$ cat src/rtl/root_dispatch.sv
// -----------------------------------------------------------------------------
// root_dispatch
//
// Purpose:
//   Front end for an external n-th root engine. Upstream requests
//   (radicand, degree) are buffered in a small FIFO and issued to the engine
//   one at a time. Each request produces exactly one downstream result, in
//   push order:
//     - degree 0 is answered locally with 1.0 (20'd32 in Q15.5) and never
//       reaches the engine,
//     - otherwise the engine result is forwarded on the first cycle of its
//       result strobe,
//     - if the engine does not answer within TIMEOUT cycles, an error result
//       (out_err=1, out_data=20'hFFFFF) is produced instead.
//   After every engine transaction a two-cycle guard interval lets the engine
//   return to idle before the next request is issued.
//
// Parameters:
//   FIFO_DEPTH  request queue depth in entries (power of two, >= 2)
//   TIMEOUT     maximum cycles spent waiting for an engine result
//
// Ports:
//   clk             clock, rising edge
//   rst_n           asynchronous active-low reset
//   in_valid        request strobe, accepted when in_ready=1
//   in_data_1[9:0]  radicand
//   in_data_2[2:0]  root degree
//   in_ready        queue not full (from registered count only)
//   root_valid      one-cycle start pulse to the engine
//   root_data_1     radicand to the engine (stable for the whole transaction)
//   root_data_2     degree to the engine (stable for the whole transaction)
//   root_out_valid  engine result strobe (may be high for two cycles)
//   root_out_data   engine result, unsigned Q15.5
//   out_valid       one-cycle result strobe, no backpressure
//   out_data        result, unsigned Q15.5
//   out_err         1 = engine timeout
//   out_tag         result sequence number modulo 4
// -----------------------------------------------------------------------------
module root_dispatch #(
    parameter int FIFO_DEPTH = 4,
    parameter int TIMEOUT    = 256
) (
    input  logic        clk,
    input  logic        rst_n,
    input  logic        in_valid,
    input  logic [9:0]  in_data_1,
    input  logic [2:0]  in_data_2,
    output logic        in_ready,
    output logic        root_valid,
    output logic [9:0]  root_data_1,
    output logic [2:0]  root_data_2,
    input  logic        root_out_valid,
    input  logic [19:0] root_out_data,
    output logic        out_valid,
    output logic [19:0] out_data,
    output logic        out_err,
    output logic [1:0]  out_tag
);

    // Pointer, count and timeout-counter widths.
    localparam int AW = (FIFO_DEPTH > 2) ? $clog2(FIFO_DEPTH) : 1;
    localparam int CW = AW + 1;
    localparam int TW = (TIMEOUT > 2) ? $clog2(TIMEOUT) : 1;

    localparam logic [CW-1:0] FULL_COUNT = CW'(FIFO_DEPTH);
    localparam logic [TW-1:0] LAST_WAIT  = TW'(TIMEOUT - 1);
    localparam logic [19:0]   ONE_Q5     = 20'd32;
    localparam logic [19:0]   ERR_DATA   = 20'hFFFFF;

    typedef enum logic [2:0] {
        ST_IDLE   = 3'd0,
        ST_ISSUE  = 3'd1,
        ST_WAIT   = 3'd2,
        ST_GAP    = 3'd3,
        ST_BYPASS = 3'd4
    } state_t;

    // Request queue storage: {radicand, degree} per entry.
    logic [12:0]   fifo_mem_r [FIFO_DEPTH];
    logic [AW-1:0] wr_ptr_r;
    logic [AW-1:0] rd_ptr_r;
    logic [CW-1:0] count_r;

    // Control state.
    state_t        state_r;
    logic [TW-1:0] tcnt_r;
    logic          gap_r;
    logic          rov_prev_r;
    logic [1:0]    tag_r;

    // Operand registers feeding the engine.
    logic [9:0]    op_1_r;
    logic [2:0]    op_2_r;

    // Registered outputs.
    logic          root_valid_r;
    logic          out_valid_r;
    logic [19:0]   out_data_r;
    logic          out_err_r;
    logic [1:0]    out_tag_r;

    // Combinational helpers.
    logic          in_ready_s;
    logic          push_s;
    logic          pop_s;
    logic [12:0]   head_s;
    logic          result_edge_s;

    // Queue handshake, pop request and engine strobe edge detection.
    always_comb begin
        in_ready_s    = (count_r != FULL_COUNT);
        push_s        = in_valid && in_ready_s;
        // Pop only from IDLE, and only entries already counted, so an entry
        // pushed on this edge cannot be popped before the next one.
        pop_s         = (state_r == ST_IDLE) && (count_r != {CW{1'b0}});
        head_s        = fifo_mem_r[rd_ptr_r];
        // Only the first cycle of a (possibly two-cycle) strobe counts.
        result_edge_s = root_out_valid && !rov_prev_r;
    end

    // Request FIFO: storage, pointers and occupancy count.
    always_ff @(posedge clk or negedge rst_n) begin
        if (!rst_n) begin
            for (int i = 0; i < FIFO_DEPTH; i++) begin
                fifo_mem_r[i] <= 13'd0;
            end
            wr_ptr_r <= {AW{1'b0}};
            rd_ptr_r <= {AW{1'b0}};
            count_r  <= {CW{1'b0}};
        end else begin
            if (push_s) begin
                fifo_mem_r[wr_ptr_r] <= {in_data_1, in_data_2};
                wr_ptr_r             <= wr_ptr_r + AW'(1);
            end
            if (pop_s) begin
                rd_ptr_r <= rd_ptr_r + AW'(1);
            end
            // Simultaneous push and pop leaves the count unchanged.
            if (push_s && !pop_s) begin
                count_r <= count_r + CW'(1);
            end else if (!push_s && pop_s) begin
                count_r <= count_r - CW'(1);
            end
        end
    end

    // Previous-cycle copy of the engine result strobe.
    always_ff @(posedge clk or negedge rst_n) begin
        if (!rst_n) begin
            rov_prev_r <= 1'b0;
        end else begin
            rov_prev_r <= root_out_valid;
        end
    end

    // Dispatch FSM with registered engine and downstream outputs.
    always_ff @(posedge clk or negedge rst_n) begin
        if (!rst_n) begin
            state_r      <= ST_IDLE;
            tcnt_r       <= {TW{1'b0}};
            gap_r        <= 1'b0;
            tag_r        <= 2'd0;
            op_1_r       <= 10'd0;
            op_2_r       <= 3'd0;
            root_valid_r <= 1'b0;
            out_valid_r  <= 1'b0;
            out_data_r   <= 20'd0;
            out_err_r    <= 1'b0;
            out_tag_r    <= 2'd0;
        end else begin
            // Strobes are single-cycle; result fields are zero unless valid.
            root_valid_r <= 1'b0;
            out_valid_r  <= 1'b0;
            out_data_r   <= 20'd0;
            out_err_r    <= 1'b0;
            out_tag_r    <= 2'd0;

            case (state_r)
                ST_IDLE: begin
                    if (pop_s) begin
                        op_1_r <= head_s[12:3];
                        op_2_r <= head_s[2:0];
                        if (head_s[2:0] == 3'd0) begin
                            state_r <= ST_BYPASS;
                        end else begin
                            // Start pulse is high for the whole ISSUE cycle.
                            root_valid_r <= 1'b1;
                            state_r      <= ST_ISSUE;
                        end
                    end
                end

                ST_ISSUE: begin
                    tcnt_r  <= {TW{1'b0}};
                    state_r <= ST_WAIT;
                end

                ST_WAIT: begin
                    if (result_edge_s) begin
                        out_valid_r <= 1'b1;
                        out_data_r  <= root_out_data;
                        out_tag_r   <= tag_r;
                        tag_r       <= tag_r + 2'd1;
                        gap_r       <= 1'b0;
                        state_r     <= ST_GAP;
                    end else if (tcnt_r == LAST_WAIT) begin
                        out_valid_r <= 1'b1;
                        out_data_r  <= ERR_DATA;
                        out_err_r   <= 1'b1;
                        out_tag_r   <= tag_r;
                        tag_r       <= tag_r + 2'd1;
                        gap_r       <= 1'b0;
                        state_r     <= ST_GAP;
                    end else begin
                        tcnt_r <= tcnt_r + TW'(1);
                    end
                end

                ST_GAP: begin
                    // Two guard cycles; a trailing second strobe cycle lands
                    // here and is ignored.
                    if (gap_r) begin
                        gap_r   <= 1'b0;
                        state_r <= ST_IDLE;
                    end else begin
                        gap_r <= 1'b1;
                    end
                end

                ST_BYPASS: begin
                    out_valid_r <= 1'b1;
                    out_data_r  <= ONE_Q5;
                    out_tag_r   <= tag_r;
                    tag_r       <= tag_r + 2'd1;
                    state_r     <= ST_IDLE;
                end

                default: begin
                    state_r <= ST_IDLE;
                end
            endcase
        end
    end

    assign in_ready    = in_ready_s;
    assign root_valid  = root_valid_r;
    assign root_data_1 = op_1_r;
    assign root_data_2 = op_2_r;
    assign out_valid   = out_valid_r;
    assign out_data    = out_data_r;
    assign out_err     = out_err_r;
    assign out_tag     = out_tag_r;

endmodule

$ cat config.mk
export PLATFORM = sky130hd
export DESIGN_NAME = root_dispatch
export DESIGN_NICKNAME = d
export VERILOG_FILES = /design/src/rtl/root_dispatch.sv
export SDC_FILE = /design/constraint.sdc
export NUM_CORES = 1
export LEC_CHECK = 0
export ABC_AREA = 1
export CAP_MARGIN = 10
export CORE_MARGIN = 4
export CORE_UTILIZATION = 25
export DETAILED_ROUTE_END_ITERATION = 12
export DONT_BUFFER_PORTS = 1
export PLACE_DENSITY = 0.5
export RECOVER_POWER = 100
export SLEW_MARGIN = 20
export SYNTH_ARGS = -nofsm -noshare
export SYNTH_HDL_FRONTEND = slang
export SYNTH_SLANG_ARGS = --single-unit
$ cat constraint.sdc
create_clock -name clk -period 2.75 [get_ports clk]
set_clock_uncertainty 0.15 [all_clocks]
set_input_delay 0.55 -clock clk [delete_from_list [all_inputs] [get_ports clk]]
set_output_delay 0.55 -clock clk [all_outputs]
set_load 0.05 [all_outputs]
## Yosys cells after proc, flatten, opt, wreduce, memory -nomap -nowiden

Index checks and enable logic that the tools add are counted.

| operators by class | value |
|---|---|
| add/sub/neg operators | 6 |
| order comparisons | 3 |
| equality and inequality tests | 11 |
| muxes and demuxes | 38 |
| bitwise operators | 2 |
| reductions and logical operators | 21 |

Operators with widths:

| operator | number |
|---|---|
| $bwmux 52 | 1 |
| $mux 20 | 2 |
| $pmux 20 s2 | 1 |
| $mux 13 | 3 |
| $bmux 13 s2 | 1 |
| $demux 13 s2 | 1 |
| $mux 3 | 7 |
| $mux 8 | 2 |
| $pmux 8 s2 | 1 |
| $pmux 3 s4 | 1 |
| $mux 1 | 10 |
| $add 8x1->8 const B | 1 |
| $eq 8x8->1 const B | 1 |
| $mux 2 | 4 |
| $ne 2x2->1 const B | 4 |
| $pmux 2 s2 | 2 |
| $reduce_bool 2->1 | 4 |
| $add 2x1->2 const B | 3 |
| $eq 3x2->1 const B | 2 |
| $ge 3x3->1 const B | 2 |
| $logic_and 1x1->1 | 6 |
| $logic_not 3->1 | 2 |
| $ne 3x3->1 const B | 2 |
| $not 2->3 | 2 |
| other kinds (10) | 16 |

| storage, ports and cells | value |
|---|---|
| register bits | 112 |
| bits of input ports | 37 |
| output and inout bits | 39 |
| word-level logic and storage cells | 100 |

## Logic depth before layout (Yosys ltp)

Gate-level depths: netlist (run 1).

| logic depth | value |
|---|---|
| depth after elaboration | 8 |
| depth in mapped cells | 10 |
| mapped depth without buffers | 10 |

## Worst setup path before layout (run 1)

Ideal clock, no wire load.

| timing path | value |
|---|---|
| kind | reg-to-reg |
| start point | reg count_r[0] |
| end point | reg count_r[2] |
| setup time | 124 ps |
| arrival time | 1893 ps |
| data required time | 2476 ps |
| setup slack | 582 ps |
| stages on the path, launching flop included | 10 |
| path buffers | 0 |
| clock period less this slack | 2168 ps |
| path through | dfrtp_1 > nor3_1 > nor2_4 > inv_2 > ha_1 > inv_1 > fa_1 > a21oi_1 > o21ai_0 > xnor2_1 |

| between the ends | value |
|---|---|
| word-level cells in the longest chain between the ends | 5 |
| elaborated cells on any way between the ends | 13 |
| those cells by class | add/sub: 2; eq/ne: 1; mux: 2; reduce/logical: 8 |

Ends and longest elaborated chain:

| element | line | source |
|---|---|---|
| from (decl) | 82 | `logic [CW-1:0] count_r;` |
| from (signal assigned) | 129 | `count_r <= {CW{1'b0}};` |
| from (signal assigned) | 140 | `count_r <= count_r + CW'(1);` |
| from (signal assigned) | 142 | `count_r <= count_r - CW'(1);` |
| branches (longest 5 deep; another with $sub 3x1->3) | -- |  |

Parallel ways; which one is timed is not known. The select of a mux whose other input is x is not followed.
A chain may end at the register's enable or synchronous reset.

## Worst setup path after layout (run 1)

Ends and elaborated chain as after synthesis.

==> results.ini, run 1 <==
[detailed_routing]
drtIter0Drc=149
wire_per_inst_um=14.0
num_vias=3414
drc=0
wirelength_um=11000
postRouteAntennaNets=0
vias_per_cell=4.33
firstDrtPassIters=4

[yosys]
synth-edff-count=0
synthFlopType=dfrtp_1
synthTopCellsByArea=dfrtp_1 (58%), o21ai_0 (8.4%), nand2_1 (8.2%)
synth_cells=528
synth_top_area_share_pct=57.9
ys_ff_latch=112
synth_cell_type_count=35
synth.net_count=572
ys_warn_count=0
async_flop_share_pct=100
avgSynthCellArea_sq_um=9.16
yosysTopAreaCell=dfrtp_1
synth-seq-area-share_pct=57.9
syn_area_sq_mm=0.00484

[clock_network]
cts.path.max_buffers=2
cts_root_buf=clkbuf_16
post_cts_resized=0
clk_pin_slew_worst_paths_ns=0.07
cts_buffers=9
clock_latency_ns=0.35
htreeDepth=3
cts_tree=yes
clock-sinks=112
cts_post_setup_buffers_inserted=0

[placement]
hpwl_um=7200
io_buffers=0
finalWeightedCongestion=0.683

[floorplanning]
fp.dieW_um=147
std_cell_rows=50
chipHeight_um=147
core_area_sq_mm=0.0189
ioPinCount=76
dieArea_sq_mm=0.0216
initial_utilization_pct=25.6

[global_route]
antenna_found_initial=0
grt_pass1_vias=3502
grt_overflow_total=0
gr-usage-all-layers_pct=10.7
grt_first_pass_wirelength_um=18400
grt_max_degree=113

[power_and_ir_drop]
power_mw=6.54
peakVddDrop_uv=309
powerDensity_mw_per_mm2=1220
leakage_nw=2.54

[cells_and_area]
drive_gt1_share_pct=6.62
syn2layout_area_growth_pct=10.4
fin_nets=568
insertedDiodeCount=0
fin_util_pct=28.3

[timing]
rsz0062_at_grt=no
tns_ns=0
post-route-min-period_ns=2.38
slew_violations=0
max_freq_ghz=0.421
worstMarginPinSlew_ns=0.891
finalHoldViolCount=112
max-slew-margin-rel_pct=40.5
final-setup-viol-count=0
fin_crit_sh_pct=86.4
holdWs_ns=-0.257

[critical_path]
crit_fanout=8
crit_top_cell=inv_1
max_stage_delay_ns=0.43
path_cells=nor3_1 > nor2_4 > inv_1 > ha_1 > inv_1 > fa_1 > a21oi_1 > o21ai_0 > xnor2_1
slowest_stage=dfrtp_1
crit_path_start_kind=register
worstPathRequired_ns=2.83
critPathCaptureType=register
timing_worst_setup_path_type=reg2reg
arrival_ns=2.46

[run_status]
violations=hold timing
status=finished with violations

[min_path]
hold_path_class=in2async

[run]
maxCapViolCount=0

-- cells in the final DEF (no fill, tap or decap), drive strengths merged --
cell type	instances
a21boi	1
a21oi	4
a31oi	10
buf	4
bufinv	2
clkbuf	13
clkinv	1
clkinvlp	1
dfrtp	112
fa	1
ha	6
inv	39
mux2	1
nand2	119
nand3	27
nand4	3
nor2	89
nor3	3
o21a	1
o21ai	83
o21bai	2
xnor2	2
xor2	5
-- final cells by class --
class / count / area (sq um)
clock buffer: 11 / 233
timing repair buffer: 6 / 38.8
inverter: 38 / 144
clock inverter: 5 / 88.8
tap: 260 / 325
sequential: 112 / 2800
multi-input combinational: 357 / 1710
fill: 2028 / 13600
-- power by group --
part           total [mW]  switching, mW  internal [mW]
logic                1.97           1.28          0.687
clock network        1.41          0.604          0.811
registers            3.16          0.900           2.26
-- path summary, 6_finish.rpt --
check	startpoint	end	slack, ns	cells past startpoint
setup reg to reg	count_r[0]$_DFFE_PN0P_	count_r[2]$_DFFE_PN0P_	0.37	9
hold reg to reg	fifo_mem_r[37]$_DFFE_PN0P_	fifo_mem_r[37]$_DFFE_PN0P_	0.34	2
setup / recovery	count_r[0]$_DFFE_PN0P_	count_r[2]$_DFFE_PN0P_	0.37	9
hold / removal	rst_n	tcnt_r[5]$_DFFE_PN0P_	-0.26	0
min in group clk	root_out_valid	rov_prev_r$_DFF_PN0_	0.08	0
max in group asynchronous	rst_n	count_r[0]$_DFFE_PN0P_	2.53	0
-- critical path, delay by kind of cell, from the launching register on --
family	cells	cell delay, ns
xor+xnor	1	0.14
buf+inv	2	0.23
compound gates	2	0.28
fa+ha+maj	2	0.55
flops	1	0.43
simple gates	2	0.48
-- Yosys cell counts (2+ instances only) --
| master | instances |
|---|---|
| dfrtp_1 | 112 |
| nand2_1 | 106 |
| nor2_1 | 85 |
| o21ai_0 | 81 |
| inv_1 | 31 |
| nand3_1 | 27 |
| nand2_2 | 11 |
| a31oi_2 | 7 |
| buf_2 | 6 |
| ha_1 | 6 |
| inv_2 | 6 |
| clkbuf_1 | 5 |
| xor2_1 | 5 |
| clkbuf_2 | 4 |
| a21oi_1 | 3 |
| a31oi_1 | 3 |
| buf_4 | 3 |
| nor2_2 | 3 |
| buf_6 | 2 |
| nand2_4 | 2 |
| nand4_1 | 2 |
| nor3_1 | 2 |
| o21ai_1 | 2 |
| o21bai_1 | 2 |
| xnor2_1 | 2 |
-- per-layer routing --
metal	vias to the layer above	share of wire (%)	GRT usage [%]
li1	1682	-	-
met1	1633	44	12.7
met2	89	47	17.6
met3	10	7.5	4.69
met4	0	1.6	3.12
met5	-	0	0
-- sequential cells by signal, indices dropped and copies added, names as in the netlist, 2 cells and up --
name / cells
out_tag: 2
out_data: 20
tag_r: 2
count_r: 3
rd_ptr_r: 2
tcnt_r: 8
state_r: 3
root_data_2: 3
fifo_mem_r: 52
root_data_1: 10
wr_ptr_r: 2
-- cells by family after synthesis --
logic type               synth area share (%)
AND/OR/NAND/NOR                          21.2
flip-flops                               57.9
AO/OA/AOI/OAI                            12.0
buffers and inverters                    5.43
XOR/XNOR                                 1.27
adder cells (fa/ha/maj)                  1.97
multiplexers                            0.233
-- stage by stage --
stage,cells,area (sq um),setup slack (ns)
after global routing,789,5340,0.205
after CTS,789,5410,0.419
after detailed placement,773,5090,0.422
final,789,5340,0.375
after floorplan,528,4840,0.582
after global placement,773,5090,0.482
Power figures use the tool's default switching activity.
==> run 2: changes to the inputs <==
Settings changed: CORE_UTILIZATION 25 to 45, CTS_BUF_LIST from default to sky130_fd_sc_hd__clkbuf_8, PLACE_DENSITY 0.5 to 0.72.
==> run 2 against run 1 <==
Compared with the run above:
- highest routed layer unchanged
- the flow still finishes with violations (hold timing)
- clock-buffer cell count is 2 lower
- die area is 42% lower
- worst setup slack worse by 0.035 ns
==> results.ini, run 2 (same netlist as run 1, synthesis figures left out) <==
[clock_network]
cts_post_setup_buffers_inserted=0  ; unchanged
cts_tree=yes  ; unchanged
clk_pin_slew_worst_paths_ns=0.12  ; was 0.07 ns
cts_buffers=9  ; unchanged
clock-sinks=112  ; unchanged
htreeDepth=3  ; unchanged
cts_root_buf=clkbuf_8  ; was clkbuf_16
clock_latency_ns=0.37  ; was 0.35 ns
cts.path.max_buffers=2  ; unchanged
post_cts_resized=0  ; unchanged

[power_and_ir_drop]
powerDensity_mw_per_mm2=1200  ; was 1220 mW/mm^2
power_mw=6.07  ; was 6.54 mW
p_comb_share_pct=31.9  ; was 30.1%
power.share.sequential_pct=52.0  ; was 48.3%
p_sw_share_pct=45.7  ; was 42.6%
power_switching_mw=2.77  ; was 2.78 mW
peakVddDrop_uv=517  ; was 309 uV
p_int_mw=3.30  ; was 3.76 mW
p_clk_share_pct=16.2  ; was 21.6%
leakage_nw=2.48  ; was 2.54 nW

[critical_path]
r2r-end=rd_ptr_r[1]$_DFFE_PN0P_  ; was count_r[2]$_DFFE_PN0P_
rr_startpoint=state_r[2]$_DFFE_PN0P_  ; was count_r[0]$_DFFE_PN0P_
worstPathRequired_ns=2.85  ; was 2.83 ns
reg2reg_depth=6  ; was 9
rrSetupSlack_ns=0.34  ; was 0.37 ns
path_cells=nor3_4 > inv_1 > nor2_4 > clkbuf_1 > nand2_1 > xor2_1  ; was nor3_1 > nor2_4 > inv_1 > ha_1 > inv_1 > fa_1 > a21oi_1 > o21ai_0 > xnor2_1
slowest_stage=clkbuf_1  ; was dfrtp_1
crit_fanout=23  ; was 8
endpoint=rd_ptr_r[1]$_DFFE_PN0P_  ; was count_r[2]$_DFFE_PN0P_
max_stage_delay_ns=0.91  ; was 0.43 ns
timing_worst_setup_path_type=reg2reg  ; unchanged
arrival_ns=2.51  ; was 2.46 ns
critPathCaptureType=register  ; unchanged
crit_path_start_kind=register  ; unchanged
startpoint=state_r[2]$_DFFE_PN0P_  ; was count_r[0]$_DFFE_PN0P_

[run_status]
violations=hold timing  ; unchanged
status=finished with violations  ; unchanged

[timing]
worstMarginPinSlew_ns=1.23  ; was 0.891 ns
post-route-min-period_ns=2.41  ; was 2.38 ns
worst_slack_ns=0.340  ; was 0.375 ns
max-slew-margin-rel_pct=17.8  ; was 40.5%
fin_crit_sh_pct=87.6  ; was 86.4%
holdWs_ns=-0.288  ; was -0.257 ns
final-setup-viol-count=0  ; unchanged
slew_violations=0  ; unchanged
finalHoldViolCount=112  ; unchanged
max_freq_ghz=0.415  ; was 0.421 GHz
rsz0062_at_grt=no  ; unchanged
tns_ns=0  ; unchanged

[detailed_routing]
drc=0  ; unchanged
postRouteAntennaNets=0  ; unchanged
wire_per_inst_um=14.7  ; was 14.0 um
drtIter0Drc=242  ; was 149
firstDrtPassIters=6  ; was 4
wirelength_um=9720  ; was 11000 um
vias_per_cell=5.24  ; was 4.33
num_vias=3477  ; was 3414

[cells_and_area]
final_cell_area_sq_mm=0.00507  ; was 0.00534 sq mm
final_cell_count_no_fill=663  ; was 789
fin_util_pct=48.7  ; was 28.3%
syn2layout_area_growth_pct=4.79  ; was 10.4%
final_common_cell=nand2_1  ; unchanged
fin_nets=566  ; was 568
n_fill_cell=981  ; was 2028
drive_gt1_share_pct=7.21  ; was 6.62%
regMostFlops=fifo_mem_r  ; unchanged
largest_reg_flops=52  ; unchanged
insertedDiodeCount=0  ; unchanged
final_cell_mix=nand2_1 (117), dfrtp_1 (112), nor2_1 (86)  ; unchanged

[placement]
finalWeightedCongestion=0.819  ; was 0.683
pre_cts_ws_ns=0.447  ; was 0.422 ns
post-place-cells=647  ; was 773
hpwl_um=6390  ; was 7200 um
postPlaceCellArea_sq_mm=0.00492  ; was 0.00509 sq mm
io_buffers=0  ; unchanged

[global_route]
grt_max_degree=113  ; unchanged
grt_pass1_vias=3442  ; was 3502
gr-usage-all-layers_pct=15.9  ; was 10.7%
grt_overflow_total=0  ; unchanged
grt_first_pass_wirelength_um=16400  ; was 18400 um
antenna_found_initial=0  ; unchanged

[run]
maxCapViolCount=0  ; unchanged

[floorplanning]
ioPinCount=76  ; unchanged
std_cell_rows=37  ; was 50
core_area_sq_mm=0.0104  ; was 0.0189 sq mm
dieArea_sq_mm=0.0125  ; was 0.0216 sq mm
fp.dieW_um=112  ; was 147 um
chipHeight_um=112  ; was 147 um
initial_utilization_pct=46.4  ; was 25.6%

[min_path]
hold_path_class=in2async  ; unchanged

## run 2: changes by cell type in the layout (fill, tap and decap cells not counted), sizes merged
cell      before  now
clkbuf        13   10
clkinv         1    2
bufinv         2    0
buf            4    3
clkinvlp       1    0
inv           39   43
## run 2: worst min-delay path by stage
stage | from | end | slack, ns
global route | rst_n | fifo_mem_r[22]$_DFFE_PN0P_ | -0.34
finish | rst_n | out_data[0]$_DFF_PN0_ | -0.29
detailed placement | rst_n | out_data[11]$_DFF_PN0_ | 0.11
global placement | rst_n | out_data[11]$_DFF_PN0_ | 0.11
floorplan | rst_n | count_r[0]$_DFFE_PN0P_ | 0.10
CTS | rst_n | fifo_mem_r[24]$_DFFE_PN0P_ | -0.32
## run 2: metal layers
metal | part of all wire [%] | global-route usage, % | up-vias
li1 | - | - | 1678
met1 | 44 | 19.1 | 1696
met2 | 49 | 27.3 | 96
met3 | 6.3 | 5.00 | 7
met4 | 0.93 | 4.54 | 0
met5 | 0 | 0 | -
## run 2: power by group through the flow
stage               Combinational [mW]  Clock [mW]  Sequential, mW
CTS                               2.01        1.02            3.16
finish                            1.93       0.983            3.16
detailed placement                2.01           0            3.19
floorplan                         1.66           0            3.09
global route                      2.24        1.11            3.23
global placement                  1.92           0            3.16
## run 2: critical path, delay by kind of cell, from the launching register on
kind	cells	cell delay [ns]
XOR/XNOR	1	0.19
buffers and inverters	2	1.00
flip-flops	1	0.47
AND/OR/NAND/NOR	3	0.48
## run 2: layout make-up
class | instances | area (sq um) | area share, %
sequential | 112 | 2800 | 55.3
tap | 136 | 170 | 3.36
inverter | 38 | 145 | 2.86
timing repair buffer | 4 | 26.3 | 0.518
clock buffer | 9 | 124 | 2.44
clock inverter | 7 | 78.8 | 1.56
multi-input combinational | 357 | 1720 | 34.0
